===== src/rtl/bcd_pkg.sv =====
// Shared types and helpers for the sequential BCD-to-binary converter.
package bcd_pkg;

  typedef enum logic [1:0] {IDLE, CONV, DONE} state_t;

  localparam int         BCD_DIGIT_W   = 4;
  localparam logic [3:0] BCD_MAX_DIGIT = 4'd9;

  // Minimum binary width able to hold 10**digits-1.
  function automatic int bcd_bin_width(input int digits);
    longint unsigned m;
    int w;
    m = 1;
    for (int i = 0; i < digits; i++) m = m * 10;
    m = m - 1;
    w = 0;
    for (int i = 0; i < 64; i++) begin
      if (m != 0) begin
        w++;
        m = m >> 1;
      end
    end
    return (w == 0) ? 1 : w;
  endfunction

endpackage


===== src/rtl/bcd_digit_check.sv =====
// Combinational check: flags a packed BCD word containing any digit above 9.
module bcd_digit_check
  import bcd_pkg::*;
#(
  parameter int DIGITS = 4
) (
  input  logic [BCD_DIGIT_W*DIGITS-1:0] bcd_in,
  output logic                          any_invalid
);

  logic [DIGITS-1:0] bad;

  // One comparator per digit, OR-reduced below.
  for (genvar k = 0; k < DIGITS; k++) begin : g_dig
    assign bad[k] = (bcd_in[BCD_DIGIT_W*k +: BCD_DIGIT_W] > BCD_MAX_DIGIT);
  end

  assign any_invalid = |bad;

endmodule


===== src/rtl/bcd_to_bin_seq.sv =====
// Sequential multi-digit BCD-to-binary converter, one digit per clock, MSD
// first (acc = acc*10 + digit), valid/ready on both sides.
// Optional macro BCD2B_ERR_CNT_EN adds a saturating 8-bit error-word counter.
module bcd_to_bin_seq
  import bcd_pkg::*;
#(
  parameter int DIGITS = 4,
  parameter int BIN_W  = 14
) (
  input  logic                          clk,
  input  logic                          rst,
  input  logic                          in_valid,
  output logic                          in_ready,
  input  logic [BCD_DIGIT_W*DIGITS-1:0] bcd_in,
  output logic                          out_valid,
  input  logic                          out_ready,
  output logic [BIN_W-1:0]              bin_out,
  output logic                          err
`ifdef BCD2B_ERR_CNT_EN
  ,
  output logic [7:0]                    err_cnt
`endif
);

  localparam int CNT_W = (DIGITS > 1) ? $clog2(DIGITS) : 1;

  if (DIGITS < 1) begin : g_chk_digits
    $error("bcd_to_bin_seq: DIGITS must be at least 1");
  end
  if (BIN_W < bcd_bin_width(DIGITS)) begin : g_chk_width
    $error("bcd_to_bin_seq: BIN_W too small for DIGITS");
  end

  state_t                          state, state_nx;
  logic [BCD_DIGIT_W*DIGITS-1:0]   sreg;
  logic [BIN_W-1:0]                acc;
  logic [CNT_W-1:0]                cnt;
  logic                            err_q;
  logic                            any_invalid;
  logic [BCD_DIGIT_W-1:0]          msd;
  logic                            accept;
  logic                            hshk;

  bcd_digit_check #(.DIGITS(DIGITS)) u_check (
    .bcd_in      (bcd_in),
    .any_invalid (any_invalid)
  );

  assign msd    = sreg[BCD_DIGIT_W*DIGITS-1 -: BCD_DIGIT_W];
  assign accept = in_valid && in_ready;
  assign hshk   = out_valid && out_ready;

  // State register.
  always_ff @(posedge clk or posedge rst) begin
    if (rst) state <= IDLE;
    else     state <= state_nx;
  end

  // Next state and handshake outputs; in_ready is masked by rst so it reads
  // low for the whole reset pulse, not just after the first edge.
  always_comb begin
    state_nx  = state;
    in_ready  = 1'b0;
    out_valid = 1'b0;
    case (state)
      IDLE: begin
        in_ready = !rst;
        if (in_valid && !rst) state_nx = CONV;
      end
      CONV: begin
        if (cnt == '0) state_nx = DONE;
      end
      DONE: begin
        out_valid = 1'b1;
        if (out_ready) state_nx = IDLE;
      end
      default: state_nx = IDLE;
    endcase
  end

  // Result is only presented in DONE, and forced to zero for bad words.
  assign bin_out = (out_valid && !err_q) ? acc : '0;
  assign err     = out_valid && err_q;

  // Datapath: capture on accept, then shift one digit per CONV cycle. The
  // loop runs the full length even for bad words so latency is fixed.
  always_ff @(posedge clk or posedge rst) begin
    if (rst) begin
      sreg  <= '0;
      acc   <= '0;
      cnt   <= '0;
      err_q <= 1'b0;
    end else if (accept) begin
      sreg  <= bcd_in;
      acc   <= '0;
      cnt   <= CNT_W'(DIGITS - 1);
      err_q <= any_invalid;
    end else if (state == CONV) begin
      acc  <= (acc << 3) + (acc << 1) + BIN_W'(msd);
      sreg <= sreg << BCD_DIGIT_W;
      if (cnt != '0) cnt <= cnt - 1'b1;
    end
  end

`ifdef BCD2B_ERR_CNT_EN
  // Saturating count of erroneous words delivered downstream.
  always_ff @(posedge clk or posedge rst) begin
    if (rst)                                  err_cnt <= '0;
    else if (hshk && err && err_cnt != 8'hFF) err_cnt <= err_cnt + 8'd1;
  end
`else
  logic unused_hshk;
  assign unused_hshk = hshk;
`endif

endmodule

===== config.mk =====
export PLATFORM = sky130hd
export DESIGN_NAME = bcd_to_bin_seq
export DESIGN_NICKNAME = d
export VERILOG_FILES = /design/src/rtl/bcd_pkg.sv /design/src/rtl/bcd_digit_check.sv /design/src/rtl/bcd_to_bin_seq.sv
export SDC_FILE = /design/constraint.sdc
export NUM_CORES = 1
export LEC_CHECK = 0
export BUFFER_PORTS_ARGS = -buffer_cell sky130_fd_sc_hd__buf_2
export CORE_UTILIZATION = 35
export CTS_BUF_LIST = sky130_fd_sc_hd__clkbuf_4 sky130_fd_sc_hd__clkbuf_8 sky130_fd_sc_hd__clkbuf_16
export DETAILED_ROUTE_END_ITERATION = 16
export PLACE_DENSITY = 0.62
export SYNTH_ARGS = -nofsm -noshare
export SYNTH_HDL_FRONTEND = slang
export SYNTH_SLANG_ARGS = --single-unit
export TNS_END_PERCENT = 20

===== constraint.sdc =====
create_clock -name clk -period 4.9 [get_ports clk]
set_input_delay 0.49 -clock clk [delete_from_list [all_inputs] [get_ports clk]]
set_output_delay 0.49 -clock clk [all_outputs]
set_load 0.01 [all_outputs]

* Word level (Yosys, flattened, before mapping) *
Index checks and enable logic that the tools add are counted.

cells by class
  muxes and demuxes = 14
  $mul = 0
  reductions and logical operators = 14
  eq/ne operators = 5
  shift operators = 0
  divide/modulo/power cells = 0
  bitwise gates (word level) = 0
  $add $sub $neg = 3
  magnitude comparators = 4

operators with widths
  cell                                              number
  2-to-1 mux 14 bit                                 3
  2-to-1 mux 16 bit                                 2
  > comparator 4 bit, second input constant         4
  adder 14 bit                                      1
  adder 14 x 4 -> 14 bit                            1
  2-to-1 mux 2 bit                                  6
  != test 2 bit, second input constant              3
  one-hot mux 2 bit (3 select lines)                1
  nonzero test 2 bit                                3
  logical AND 1 bit                                 4
  logical NOT 2 bit                                 2
  OR reduction 4 bit                                1
  AND reduction 3 bit                               1
  == test 2 x 1 -> 1 bit, second input constant     1
  == test 2 bit, second input constant              1
  logical NOT 1 bit                                 2
  2-to-1 mux 1 bit                                  2
  AND reduction 2 bit                               1
  subtractor 2 x 1 -> 2 bit, second input constant  1

word-level totals
  memories kept = 0
  input bits = 20
  latch bits = 0
  output and inout bits = 17
  register bits after elaboration = 35
  logic and storage cells = 45
  ROM bits = 0
  RAM bits = 0

* Logic depth before layout (Yosys ltp) *
  depth in word-level cells = 5
  depth in mapped cells = 9

* Hierarchy *
A second synthesis with hierarchy kept.

unflattened totals
  cells, all modules = 254
  area total of the unflattened synthesis = 2252.2 sq um

modules (own cells, without submodules)
  module           area each (sq um)  cells each  times used
  bcd_to_bin_seq   2225.9             249         1
  bcd_digit_check  26.3               5           1

* Least setup slack after synthesis *
OpenSTA, ideal clock, no wires.

  kind = register to register
  start point = register sreg[15]
  end point = register acc[9]
  buffers on the path = 0
  stages on the path, launching flop included = 10
  setup slack = 2.426 ns
  arrival time = 2.406 ns
  clock period less this slack = 2.474 ns
  required time = 4.831 ns
  cells stage by stage = dfrtp_1 > inv_1 > fa_1 > inv_1 > ha_1 > a21o_1 > and4_2 > o21a_1 > or4_1 > nand3_1

on the way
  word-level cells in the longest chain between the ends = 3

ends and longest elaborated chain
  item                    RTL line               RTL
  start, declared         bcd_to_bin_seq.sv:35   logic [BCD_DIGIT_W*DIGITS-1:0] sreg;
  start signal, assigned  bcd_to_bin_seq.sv:94   sreg <= bcd_in;
  start signal, assigned  bcd_to_bin_seq.sv:100  sreg <= sreg << BCD_DIGIT_W;
  adder 14 x 4 -> 14 bit  bcd_to_bin_seq.sv:99   acc <= (acc << 3) + (acc << 1) + BIN_W'(msd);
  2-to-1 mux 14 bit       bcd_to_bin_seq.sv:98   end else if (state == CONV) begin
  2-to-1 mux 14 bit       bcd_to_bin_seq.sv:93   end else if (accept) begin
  end signal, assigned    bcd_to_bin_seq.sv:99
  end, declared           bcd_to_bin_seq.sv:36   logic [BIN_W-1:0] acc;

No other way between the ends. The select of a mux whose other input is x is not followed.
A chain may end at the register's enable or synchronous reset.

* Worst setup path in the final report *
Ends and elaborated chain as after synthesis.

==> qor.yml <==
synth_fp_nets: 296
finalNetCount: 331
power_frac_seq_pct: 30.5
p_switching_mw: 0.7707
synth_edf_count: 0
ys_dominant_reg_cell: "dfrtp_1"
synthCells: 251
yosys_register_bits: 35
fin_crit_sh_pct: 53.35
wl_per_cell_um: 14.40
dp_hpwl_mm: 3.699
cap_violations: 0
dr.first_iter.drc_count: 71
grt_max_degree: 36
coreArea_um2: 6061
top_usage_layer: "met2"
ys_top_cells_by_area: "dfrtp_1, ha_1, nand2_1"
finalMaxSlewViolations: 0
crit_end: "acc[9]"
fin_skew_ps: 11.61
cts-resized-gates: 0
worst_pin_slew_ps: 956.2
yosysTopAreaCell: "dfrtp_1"
reg2reg_to: "acc[9]"
nFillCells: 622
antenna_found_initial: 0
ff2ff_setup_slack_ps: 2290
multiInputGateArea_um2: 1282
synth_area_um2: 2248
vdd_drop_max_mv: 0.2617
synth_cell_types: 39
cts.sinks: 35
required_ps: 5120
yosysWarnings: 0
tns_ps: 0
clkSlewWorstSetupHoldPaths_ps: 80
area_growth_pct: 15.58
postCtsHoldBufs: 0
grtUsageMet3_pct: 3.956
setup_viol: 0
critPathCaptureType: "flip-flop"
drive_gt1_share_pct: 16.72
post-synth-top-count-cell: "nand2_1"
finalCriticalPeriod_ps: 2614
grtUsageMet2_pct: 28.18
clkPwrFrac_pct: 13.5
row_count: 28
seq_area_um2: 875.8
firstDrtPassIters: 4
switching_share_pct: 45.27
ant_nets: 0
synth_commonest_cells: "nand2_1, dfrtp_1, ha_1"
fin_util_pct: 42.88
die_x_um: 82.15
critPathMaxFanout: 4
vias_per_cell: 5.378
min_path_type: "primary input to async pin"
post_cts_buffers: 0
die_y_um: 82.15
seq_area_frac_synth_pct: 38.95
synthArstFlopShare_pct: 100.0
worst_setup_path_start_kind: "flip-flop"
clk_latency_ps: 300
numCtsBuffers: 5
slew_headroom_pct: 36.02
grt_pass1_vias: 1867
intPower_mw: 0.9316
reg2reg_from: "sreg[15]"
dieArea_um2: 6749
portBuffers: 36
rsz0062_at_grt: "no"
p_per_area_nw_per_um2: 655.0
drc: 0
io_pins: 37
power_frac_comb_pct: 56.0
overflow: 0
clockRootBuffer: "clkbuf_8"
grt_use_total_pct: 17.53
diodes: 0
use_met1_pct: 23.82
syn_area_per_cell_um2: 8.958
initial_core_util_pct: 37.10
max_freq_mhz: 382.5
leakagePower_nw: 1.379
cts_tree: "built"
grt_pass1_wl_mm: 8.942
worst_ep_arrival_time_ps: 2840
cts_buffer_depth: 2
routed_wl_mm: 5.211
outcome: "finished clean"
worstSetupStartpoint: "sreg[15]"
final_hold_viol_count: 0
cts_htree_levels: 2
synth.top_cell.area_share_pct: 38.95
rr_worst_depth: 9
dr_total_vias: 1947
place.gp.congestion: 0.7871
criticalPathCategory: "flip-flop to flip-flop"
state kept, by name (all words and copies together) (netlist names):
register  flops
sreg         16
acc          14
cnt           2
state         2
err_q         1
power by group through the flow:
stage | clock [mW] | sequential [mW] | combinational [mW]
detailed placement | 0 | 0.526 | 0.956
CTS | 0.234 | 0.520 | 0.960
floorplan | 0 | 0.492 | 0.753
finish | 0.230 | 0.518 | 0.954
global route | 0.246 | 0.539 | 1.10
global placement | 0 | 0.521 | 0.933
stage by stage:
stage	hold slack, ps	area (µm²)	setup slack, ps	power [mW]	cells
after global placement	463.1	2500	2368	1.454	354
after floorplan	445.8	2248	2426	1.245	251
after detailed placement	467.9	2500	2303	1.481	354
after CTS	317.8	2599	2275	1.714	362
final	302.7	2599	2286	1.702	362
after global routing	342.0	2599	2149	1.882	362
cells in the final DEF, fill, tap and decap left out, drive strengths merged, types with 2 or more instances in the layout:
master,netlist,layout
and3,2,2
nor2,4,4
nor2b,2,2
buf,4,39
a31oi,2,2
a22oi,11,11
xor2,2,2
o31ai,6,6
fa,2,2
o21a,3,3
nor3b,2,2
ha,23,23
or3,2,2
a21o,8,8
nand2,43,43
nand3,14,14
o21ai,18,18
clkbuf,7,6
xnor2,3,3
a21oi,6,6
dfrtp,35,35
and4,3,3
nor3,9,9
inv,12,12
nand2b,4,4
and2,14,14
worst max-delay path, stage by stage, from the launching register on:
cell and delay [ps]:
dfrtp_1 350, inv_1 60, fa_1 590, inv_1 60
ha_1 290, a21o_1 190, and4_2 260, o21a_1 190
or4_1 470, nand3_1 90
cell type report:
type | count | area share, %
clock buffer | 6 | 3.178
multi-input combinational | 193 | 49.35
sequential | 35 | 33.70
clock inverter | 2 | 0.6259
timing repair buffer | 39 | 7.800
tap | 75 | 3.611
inverter | 12 | 1.733
worst min-delay path by stage:
stage	end	startpoint	depth (start not counted)
floorplan	sreg[11]	sreg[11]	2
global placement	sreg[11]	sreg[11]	2
detailed placement	sreg[9]	sreg[9]	2
CTS	cnt[1]	rst	3
global route	sreg[4]	rst	3
finish	cnt[1]	rst	3
logic make-up after synthesis:
family | share of synthesized area [%]
xor gates and xnor gates | 1.948
and+or+nand+nor | 22.26
buffers and inverters | 4.006
AOI/OAI and AO/OA | 18.25
DFF | 38.95
adders and majority gates | 14.58
layer usage:
metal  vias to the layer above  part of all wire [%]
met5                         -                     0
met4                         0                  0.48
met3                         2                   4.9
met2                        57                    46
met1                       924                    48
li1                        964                     -
No activity file was read; power rests on OpenSTA's default activity.
